### config.mk
export PLATFORM = sky130hd
export DESIGN_NAME = if_stage_flat
export DESIGN_NICKNAME = d
export VERILOG_FILES = /design/src/rtl/if_stage_if.sv /design/src/rtl/if_stage.sv /design/src/flat_wrapper.sv
export SDC_FILE = /design/constraint.sdc
export NUM_CORES = 1
export LEC_CHECK = 0
export ABC_AREA = 1
export BUFFER_PORTS_ARGS = -buffer_cell sky130_fd_sc_hd__buf_2
export CAP_MARGIN = 20
export CORE_ASPECT_RATIO = 0.8
export CORE_MARGIN = 2
export CORE_UTILIZATION = 45
export DETAILED_ROUTE_END_ITERATION = 7
export PLACE_DENSITY = 0.69
export SKIP_CTS_REPAIR_TIMING = 1
export SLEW_MARGIN = 40
export SYNTH_ARGS = -nofsm -noshare
export SYNTH_HDL_FRONTEND = slang
export SYNTH_SLANG_ARGS = --single-unit
### constraint.sdc
create_clock -name clk -period 1.65 [get_ports clk]
set_input_delay 0 -clock clk [delete_from_list [all_inputs] [get_ports clk]]
set_output_delay 0 -clock clk [all_outputs]
set_load 0.005 [all_outputs]
### src/rtl/if_stage_if.sv
// Instruction-memory read port: level request held until a completion ack.
// The fetch stage drives the master side; the memory model drives the slave side.
interface if_stage_if;
    // imem_req is raised with imem_addr and both stay put until the cycle imem_ack=1;
    // that cycle is the transfer, and imem_rdata is only meaningful while imem_ack=1.
    logic        imem_req;
    logic [31:0] imem_addr;
    logic [31:0] imem_rdata;
    logic        imem_ack;

    modport master (
        output imem_req,
        output imem_addr,
        input  imem_rdata,
        input  imem_ack
    );

    modport slave (
        input  imem_req,
        input  imem_addr,
        output imem_rdata,
        output imem_ack
    );
endinterface

### src/rtl/if_stage.sv
// Instruction-fetch stage and IF/ID pipeline register.
// Fetches over a req/ack port, obeys decode freeze and execute branch redirect/flush.
module if_stage #(
    parameter logic [31:0] RESET_PC = 32'h0000_0000,
    parameter logic [31:0] PC_STEP  = 32'd4
) (
    input  logic           clk,
    input  logic           rst,
    input  logic           freeze,
    input  logic           branch_taken,
    input  logic [31:0]    branch_addr,
    if_stage_if.master     imem,
    output logic [31:0]    instruction,
    output logic [31:0]    pc_out,
    output logic           valid,
    output logic [1:0]     dbg_state
);

    typedef enum logic [1:0] {
        S_REQ  = 2'd0,
        S_HOLD = 2'd1,
        S_DROP = 2'd2
    } state_t;

    state_t      r_state;
    logic [31:0] r_pc;
    logic [31:0] r_hold_instr;
    logic [31:0] r_hold_pc;
    logic [31:0] r_pend_addr;
    logic [31:0] r_instr;
    logic [31:0] r_pc_out;
    logic        r_valid;

    state_t      w_state_nxt;
    logic [31:0] w_pc_nxt;
    logic [31:0] w_hold_instr_nxt;
    logic [31:0] w_hold_pc_nxt;
    logic [31:0] w_pend_addr_nxt;
    logic [31:0] w_instr_nxt;
    logic [31:0] w_pc_out_nxt;
    logic        w_valid_nxt;
    logic        w_req;
    logic        w_ack;
    logic [31:0] w_pc_inc;

    // Request is gated by reset so the memory never sees a fetch during reset.
    assign w_req    = rst && (r_state != S_HOLD);
    assign w_ack    = imem.imem_ack && w_req;
    assign w_pc_inc = r_pc + PC_STEP;

    assign imem.imem_req  = w_req;
    assign imem.imem_addr = r_pc;

    assign instruction = r_instr;
    assign pc_out      = r_pc_out;
    assign valid       = r_valid;
    assign dbg_state   = r_state;

    always_comb begin
        w_state_nxt      = r_state;
        w_pc_nxt         = r_pc;
        w_hold_instr_nxt = r_hold_instr;
        w_hold_pc_nxt    = r_hold_pc;
        w_pend_addr_nxt  = r_pend_addr;
        w_instr_nxt      = r_instr;
        w_pc_out_nxt     = r_pc_out;
        w_valid_nxt      = r_valid;

        case (r_state)
            S_REQ: begin
                if (branch_taken) begin
                    w_instr_nxt  = 32'd0;
                    w_pc_out_nxt = 32'd0;
                    w_valid_nxt  = 1'b0;
                    if (w_ack) begin
                        w_pc_nxt = branch_addr;
                    end else begin
                        // The outstanding fetch cannot be withdrawn; remember the target.
                        w_pend_addr_nxt = branch_addr;
                        w_state_nxt     = S_DROP;
                    end
                end else if (w_ack) begin
                    w_pc_nxt = w_pc_inc;
                    if (freeze) begin
                        w_hold_instr_nxt = imem.imem_rdata;
                        w_hold_pc_nxt    = w_pc_inc;
                        w_state_nxt      = S_HOLD;
                    end else begin
                        w_instr_nxt  = imem.imem_rdata;
                        w_pc_out_nxt = w_pc_inc;
                        w_valid_nxt  = 1'b1;
                    end
                end else if (!freeze) begin
                    w_instr_nxt = 32'd0;
                    w_valid_nxt = 1'b0;
                end
            end

            S_HOLD: begin
                if (branch_taken) begin
                    w_instr_nxt  = 32'd0;
                    w_pc_out_nxt = 32'd0;
                    w_valid_nxt  = 1'b0;
                    w_pc_nxt     = branch_addr;
                    w_state_nxt  = S_REQ;
                end else if (!freeze) begin
                    w_instr_nxt  = r_hold_instr;
                    w_pc_out_nxt = r_hold_pc;
                    w_valid_nxt  = 1'b1;
                    w_state_nxt  = S_REQ;
                end
            end

            S_DROP: begin
                w_instr_nxt  = 32'd0;
                w_pc_out_nxt = 32'd0;
                w_valid_nxt  = 1'b0;
                if (w_ack) begin
                    // A redirect arriving with the ack is newer than the pending one.
                    w_pc_nxt    = branch_taken ? branch_addr : r_pend_addr;
                    w_state_nxt = S_REQ;
                end else if (branch_taken) begin
                    w_pend_addr_nxt = branch_addr;
                end
            end

            default: begin
                w_state_nxt = S_REQ;
            end
        endcase
    end

    always_ff @(posedge clk or negedge rst) begin
        if (!rst) begin
            r_state      <= S_REQ;
            r_pc         <= RESET_PC;
            r_hold_instr <= 32'd0;
            r_hold_pc    <= 32'd0;
            r_pend_addr  <= 32'd0;
            r_instr      <= 32'd0;
            r_pc_out     <= 32'd0;
            r_valid      <= 1'b0;
        end else begin
            r_state      <= w_state_nxt;
            r_pc         <= w_pc_nxt;
            r_hold_instr <= w_hold_instr_nxt;
            r_hold_pc    <= w_hold_pc_nxt;
            r_pend_addr  <= w_pend_addr_nxt;
            r_instr      <= w_instr_nxt;
            r_pc_out     <= w_pc_out_nxt;
            r_valid      <= w_valid_nxt;
        end
    end

endmodule

### src/flat_wrapper.sv
// flat-port wrapper written by rule: the top's interface ports become plain ports
module if_stage_flat 
#(
    parameter logic [31:0] RESET_PC = 32'h0000_0000,
    parameter logic [31:0] PC_STEP  = 32'd4
)
  (clk, rst, freeze, branch_taken, branch_addr, instruction, pc_out, valid, dbg_state, imem_imem_req, imem_imem_addr, imem_imem_rdata, imem_imem_ack);
  if_stage_if imem_i ();
  input  logic clk;
  input  logic rst;
  input  logic freeze;
  input  logic branch_taken;
  input  logic [31:0] branch_addr;
  output logic [31:0] instruction;
  output logic [31:0] pc_out;
  output logic valid;
  output logic [1:0] dbg_state;
  output wire logic [$bits(imem_i.imem_req)-1:0] imem_imem_req;
  output wire logic [$bits(imem_i.imem_addr)-1:0] imem_imem_addr;
  input wire logic [$bits(imem_i.imem_rdata)-1:0] imem_imem_rdata;
  input wire logic [$bits(imem_i.imem_ack)-1:0] imem_imem_ack;
  assign imem_imem_req = imem_i.imem_req;
  assign imem_imem_addr = imem_i.imem_addr;
  assign imem_i.imem_rdata = imem_imem_rdata;
  assign imem_i.imem_ack = imem_imem_ack;
  if_stage #(.RESET_PC(RESET_PC), .PC_STEP(PC_STEP)) u_core (.clk(clk), .rst(rst), .freeze(freeze), .branch_taken(branch_taken), .branch_addr(branch_addr), .imem(imem_i), .instruction(instruction), .pc_out(pc_out), .valid(valid), .dbg_state(dbg_state));
endmodule
==> flow_summary.yaml, run 1 <==
outcome:
  status: "finished with violations"
  violations: "negative hold slack, negative setup slack"
setup_path:
  crit_path_start_kind: "flip-flop"
  r2r-end: "u_core.r_pend_addr[13]"
  required_ps: 1960
  crit_path_max_fanout: 8
  r2r-start: "u_core.dbg_state[0]"
  rr_worst_depth: 10
  critical_path_class: "reg -> reg"
  critical_path_arrival_ps: 2240
  ff2ff_setup_slack_ps: -280
  end_kind: "flip-flop"
sta:
  finalMaxSlewViolations: 0
  setup_slack_ps: -280
  min_period_over_period: 1.17
  fmax_mhz: 518
  finalSetupViolCount: 195
  finalSetupTns_ps: -18900
  rsz0062_at_grt: "true"
  timing.hold.ws_ps: -40.4
  fin_skew_ps: 15.1
  max_slew_margin: 0.550
  tightest_slew_ps: 675
  fin_crit_ps: 1930
  hold_viol: 1
floorplan:
  pin_count: 169
  die_area_sq_um: 24100
  core_sq_um: 22400
  fp.dieH_um: 139
  dieWidth_um: 173
  start_util: 0.459
  num_rows: 49
logic_synthesis:
  synth_cell_types: 34
  synth_top_area_frac: 0.474
  synthTopCellsByCount: "519 x nand2_1, 195 x dfrtp_1, 136 x a21oi_1, 134 x nor2_1, 81 x o21ai_0"
  ys_ff_latch: 195
  synth_area_sq_um: 10300
  syn_inst: 1392
  synthArstFlopShare: 1.00
  synth.top_cells.by_area: "dfrtp_1 47%, nand2_1 19%, a21oi_1 6.6%, nor2_1 4.9%, o21ai_0 3.9%"
  synth_top_area_cell: "dfrtp_1"
  synth.most_common_cell: "nand2_1"
  avgSynthCellArea_sq_um: 7.39
  yosys_warnings: 0
  synth_edf_count: 0
  yosysSeqAreaShare: 0.474
  yosys_most_used_dff: "dfrtp_1"
  synthesis.nets: 1466
placement:
  numPortBuffers: 168
  placed_cell_area_sq_um: 12300
  gp_congestion: 0.901
  dp_cells: 1887
  hpwl_um: 21900
detailed_routing:
  drtIter0Drc: 1197
  route.vias.total: 11214
  wl_per_cell_um: 18.5
  routed_via_density: 5.52
  drc: 0
  firstDrtPassIters: 6
  drtAntennaViolNets: 0
  wl_um: 37500
clock_tree:
  cts_tree: "built"
  clock_sinks: 195
  cts_buffers: 17
  cts_buffer_depth: 2
  path_clk_slew_ps: 80
  clk-insertion-delay-late_ps: 440
  cts_max_level: 4
  clockRootBuffer: "clkbuf_16"
layout:
  drive_gt1_frac: 0.297
  nets: 1787
  final_cells: 2032
  diodes: 0
  finish.instance_area_sq_um: 14900
  syn2layout_area_growth_pct: 44.8
pwr:
  max-vdd-ir-drop_v: 0.000894
  total_leakage_power_nw: 7.24
  powerDensity_nw_per_um2: 1840
grt:
  gr-total-overflow: 0
  grt_pass1_vias: 9609
  grt_util_all_layers: 0.259
  grt_start_max_net_pins: 119
  antenna_found_initial: 0
  grt_pass1_wl_um: 50100
worst_hold_path:
  hold_start: "branch_addr[4]"
  hold_path.class: "in -> reg"
  holdPathEnd: "u_core.r_pend_addr[4]"
  hold_depth: 5
job:
  drv_cap: 0
## cells by family (layout without fill, tap and decap cells)
kind of cell / after synthesis / after routing / synth area share
buffers and inverters: 159 / 493 / 0.0698
flip-flops: 195 / 195 / 0.474
XOR/XNOR: 12 / 12 / 0.0102
AND/OR/NAND/NOR: 747 / 747 / 0.298
adder cells (fa/ha/maj): 5 / 5 / 0.00608
AO/OA/AOI/OAI: 274 / 274 / 0.141
## placed cells by master (no fill, tap or decap), types with 3 or more instances in the layout
cell,netlist,layout
o21ai_0,81,51
nand3b_1,5,5
nand2_4,2,9
nand3_1,33,28
dfrtp_1,195,192
xor2_2,0,3
buf_12,0,26
inv_6,0,5
nand2_1,519,492
o21a_1,4,4
dfrtp_2,0,3
dlygate4sd3_1,0,64
inv_4,1,4
buf_8,0,5
inv_1,69,66
clkinv_4,0,4
a21oi_1,136,64
a31oi_1,45,44
a21oi_2,0,70
ha_4,0,3
nand3_4,1,5
clkbuf_16,0,35
buf_6,4,20
o21ai_1,2,26
buf_2,34,167
buf_4,12,82
xnor2_1,3,3
inv_8,0,5
nor2_2,5,5
xor2_1,9,6
nand2_2,4,22
o21ai_2,2,6
nor2_4,9,14
nor2_1,134,129
nand4_1,34,34
## per-stage QoR
stage | power (W) | hold slack, ps | setup slack, ps | utilization
2_1_floorplan | 0.0148 | -296 | -56.8 | -
3_3_place_gp | 0.0193 | 158 | -235 | 0.547
3_5_place_dp | 0.0197 | 160 | -220 | 0.547
4_1_cts | 0.0238 | -307 | -236 | 0.573
5_1_grt | 0.0289 | 37.5 | -287 | 0.664
6_report | 0.0273 | -40.4 | -280 | 0.664
## sequential cells by signal, indices dropped and copies added, names as in the netlist
signal / flops
u_core.pc_out: 32
u_core.dbg_state: 2
u_core.imem.imem_addr: 32
u_core.valid: 1
u_core.r_hold_instr: 32
u_core.r_hold_pc: 32
u_core.r_pend_addr: 32
u_core.instruction: 32
## how the worst max path moves through the flow
stage                                    from                         to
after detailed placement  u_core.dbg_state[1]  u_core.imem.imem_addr[11]
final                     u_core.dbg_state[0]     u_core.r_pend_addr[13]
after floorplan           u_core.dbg_state[1]          u_core.pc_out[11]
after global placement    u_core.dbg_state[0]  u_core.imem.imem_addr[12]
after global routing      u_core.dbg_state[0]  u_core.imem.imem_addr[13]
after CTS                 u_core.dbg_state[1]  u_core.imem.imem_addr[11]
## layout make-up
| cell class | count | area (sq um) |
|---|---|---|
| multi-input combinational | 1038 | 5320 |
| fill | 1857 | 7540 |
| sequential | 195 | 4880 |
| tap | 306 | 383 |
| timing repair buffer | 384 | 3400 |
| inverter | 77 | 328 |
| clock buffer | 18 | 439 |
| clock inverter | 14 | 140 |
## report_power, final
group	internal (W)	switching, W
clock network	0.00205	0.00211
registers	0.00705	0.00155
logic	0.00639	0.00818
## layer usage
layer	wire (um)	part of all wire	vias up	GRT usage
met3	3200	0.085	84	0.0407
met5	0	0	-	0
met4	1060	0.028	0	0.0816
met2	17200	0.46	579	0.408
met1	16100	0.43	5381	0.368
li1	-	-	5170	-
## worst max-delay path: stages, from the launching register on
cell      delay, ps
dfrtp_2         410
buf_4           150
ha_4            170
clkinv_4         60
nand3_4         100
o21ai_4         120
buf_6           140
nor2_4           40
buf_12          140
buf_12          150
o21ai_0         310
Power figures use the tool's default switching activity.
==> run 2, diff against run 1 <==
- CORE_UTILIZATION: 45 -> 30
- PLACE_DENSITY: 0.69 -> not set
- SLEW_MARGIN: 40 -> 0
==> run 2 against run 1 <==
  * The run still ends with negative hold slack, negative setup slack left
  * Final area up 0.29%
  * Setup slack better by 110 ps
  * Critical path depth up 1
  * Utilization shrank 22 points
  * Sequential share of layout area shrank 0.063 points
  * Fmax rose by 6.2%
  * Final cell count up 6.8%
  * Non-clock buffer count rose by 9
  * First-iteration DRC count decreased by 21%
  * Critical path type unchanged
  * Largest power group unchanged
==> flow_summary.yaml, run 2 (synthesized netlist as in run 1, its figures left out) <==
outcome:
  status: "finished with violations"
  violations: "negative hold slack, negative setup slack"
worst_hold_path:
  hold_depth: 5
  holdPathEnd: "u_core.r_pend_addr[4]"
  hold_start: "branch_addr[4]"
  hold_path.class: "in -> reg"
setup_path:
  r2r-start: "u_core.dbg_state[0]"
  crit_path_max_fanout: 26
  end_kind: "flip-flop"
  required_ps: 1980
  cp_cell_sequence: "buf_6 -> ha_4 -> clkinv_4 -> nand3_4 -> buf_4 -> nor2_4 -> buf_12 -> inv_4 -> buf_12 -> nand2_1 -> nand2_1"
  critical_path_arrival_ps: 2150
  ff2ff_setup_slack_ps: -170
  slowest_stage: "dfrtp_2"
  critical_path_class: "reg -> reg"
  max_stage_delay_ps: 420
  r2r-end: "u_core.r_hold_pc[18]"
  crit_path_start_kind: "flip-flop"
  rr_worst_depth: 11
floorplan:
  pin_count: 169
  dieWidth_um: 211
  fp.dieH_um: 170
  num_rows: 60
  die_area_sq_um: 35800
  start_util: 0.305
  core_sq_um: 33700
placement:
  numPortBuffers: 168
  pre_cts_ws_ps: -303
  gp_congestion: 0.915
  hpwl_um: 24200
clock_tree:
  cts_buffer_depth: 2
  cts_tree: "built"
  path_clk_slew_ps: 80
  clockRootBuffer: "clkbuf_16"
  clk-insertion-delay-late_ps: 450
  clock_sinks: 195
  cts_buffers: 17
  cts_max_level: 4
sta:
  setup_slack_ps: -167
  timing.hold.ws_ps: -22.2
  min_period_over_period: 1.10
  finalMaxSlewViolations: 0
  max_slew_margin: 0.557
  fin_skew_ps: 10.1
  rsz0062_at_grt: "true"
  finalSetupViolCount: 184
  fin_crit_ps: 1820
  hold_viol: 1
  finalSetupTns_ps: -17910
  tightest_slew_ps: 665
  fmax_mhz: 550
detailed_routing:
  route.vias.total: 10927
  routed_via_density: 5.04
  drtIter0Drc: 941
  drtAntennaViolNets: 0
  wl_per_cell_um: 17.5
  wl_um: 37900
  drc: 0
  firstDrtPassIters: 5
grt:
  grt_pass1_vias: 9695
  gr-total-overflow: 0
  antenna_found_initial: 0
  grt_pass1_wl_um: 53600
  grt_util_all_layers: 0.192
  grt_start_max_net_pins: 111
pwr:
  max-vdd-ir-drop_v: 0.000673
  total_leakage_power_nw: 7.18
  totalPowerFinal_w: 0.0269
  powerDensity_nw_per_um2: 1800
layout:
  diodes: 0
  final_common_cell: "nand2_1"
  drive_gt1_frac: 0.291
  syn2layout_area_growth_pct: 45.2
  fillers: 3310
  layout_common_cells: "504 x nand2_1, 188 x dfrtp_1, 166 x buf_2, 118 x nor2_1, 106 x buf_4"
  nets: 1797
job:
  drv_cap: 0
-- run 2: changes by cell type in the layout (fill, tap and decap cells not counted), moves of 9 or more --
cell	delta
a21oi_1	+10
a21oi_2	-17
buf_4	+24
nand2_1	+12
nor2_1	-11
nor2_2	+9
o21ai_0	+10
-- run 2: metal layers --
layer  global-route usage  up-vias  share of wire
li1                     -     5191              -
met1                0.267     5284           0.45
met3               0.0413       31          0.079
met5                    0        -              0
met2                0.305      421           0.46
met4               0.0478        0          0.011
-- run 2: worst max-delay path by stage --
stage                              startpoint                   endpoint
after floorplan           u_core.dbg_state[1]          u_core.pc_out[11]
after global placement    u_core.dbg_state[0]  u_core.imem.imem_addr[17]
after detailed placement  u_core.dbg_state[0]  u_core.imem.imem_addr[17]
after CTS                 u_core.dbg_state[0]  u_core.imem.imem_addr[17]
after global routing      u_core.dbg_state[0]           u_core.pc_out[7]
final                     u_core.dbg_state[0]       u_core.r_hold_pc[18]
-- run 2: critical path, delay by kind of cell (launching register included) --
kind	cells	cell delay, ps
buf+inv	6	730
flops	1	420
simple gates	4	360
fa+ha+maj	1	180
-- run 2: report_power, final --
part           switching, W  internal, W
registers           0.00149      0.00706
logic               0.00792      0.00623
clock network       0.00204      0.00215
total                0.0114       0.0154
-- run 2: area by class of cell --
type	count	area, sq um	area share
sequential	195	4890	0.327
clock inverter	13	125	0.00838
clock buffer	19	443	0.0296
tap	434	543	0.0363
timing repair buffer	393	3380	0.226
multi-input combinational	1039	5230	0.350
inverter	77	332	0.0222
-- run 2: metrics by stage --
stage / instances / area, sq um / util / hold WS, ps
2_1_floorplan: 1392 / 10500 / - / -296
3_3_place_gp: 2032 / 12600 / 0.373 / 97.8
3_5_place_dp: 2032 / 12600 / 0.373 / 101
4_1_cts: 2064 / 13200 / 0.390 / -391
5_1_grt: 2170 / 14900 / 0.443 / 5.82
6_report: 2170 / 14900 / 0.443 / -22.2
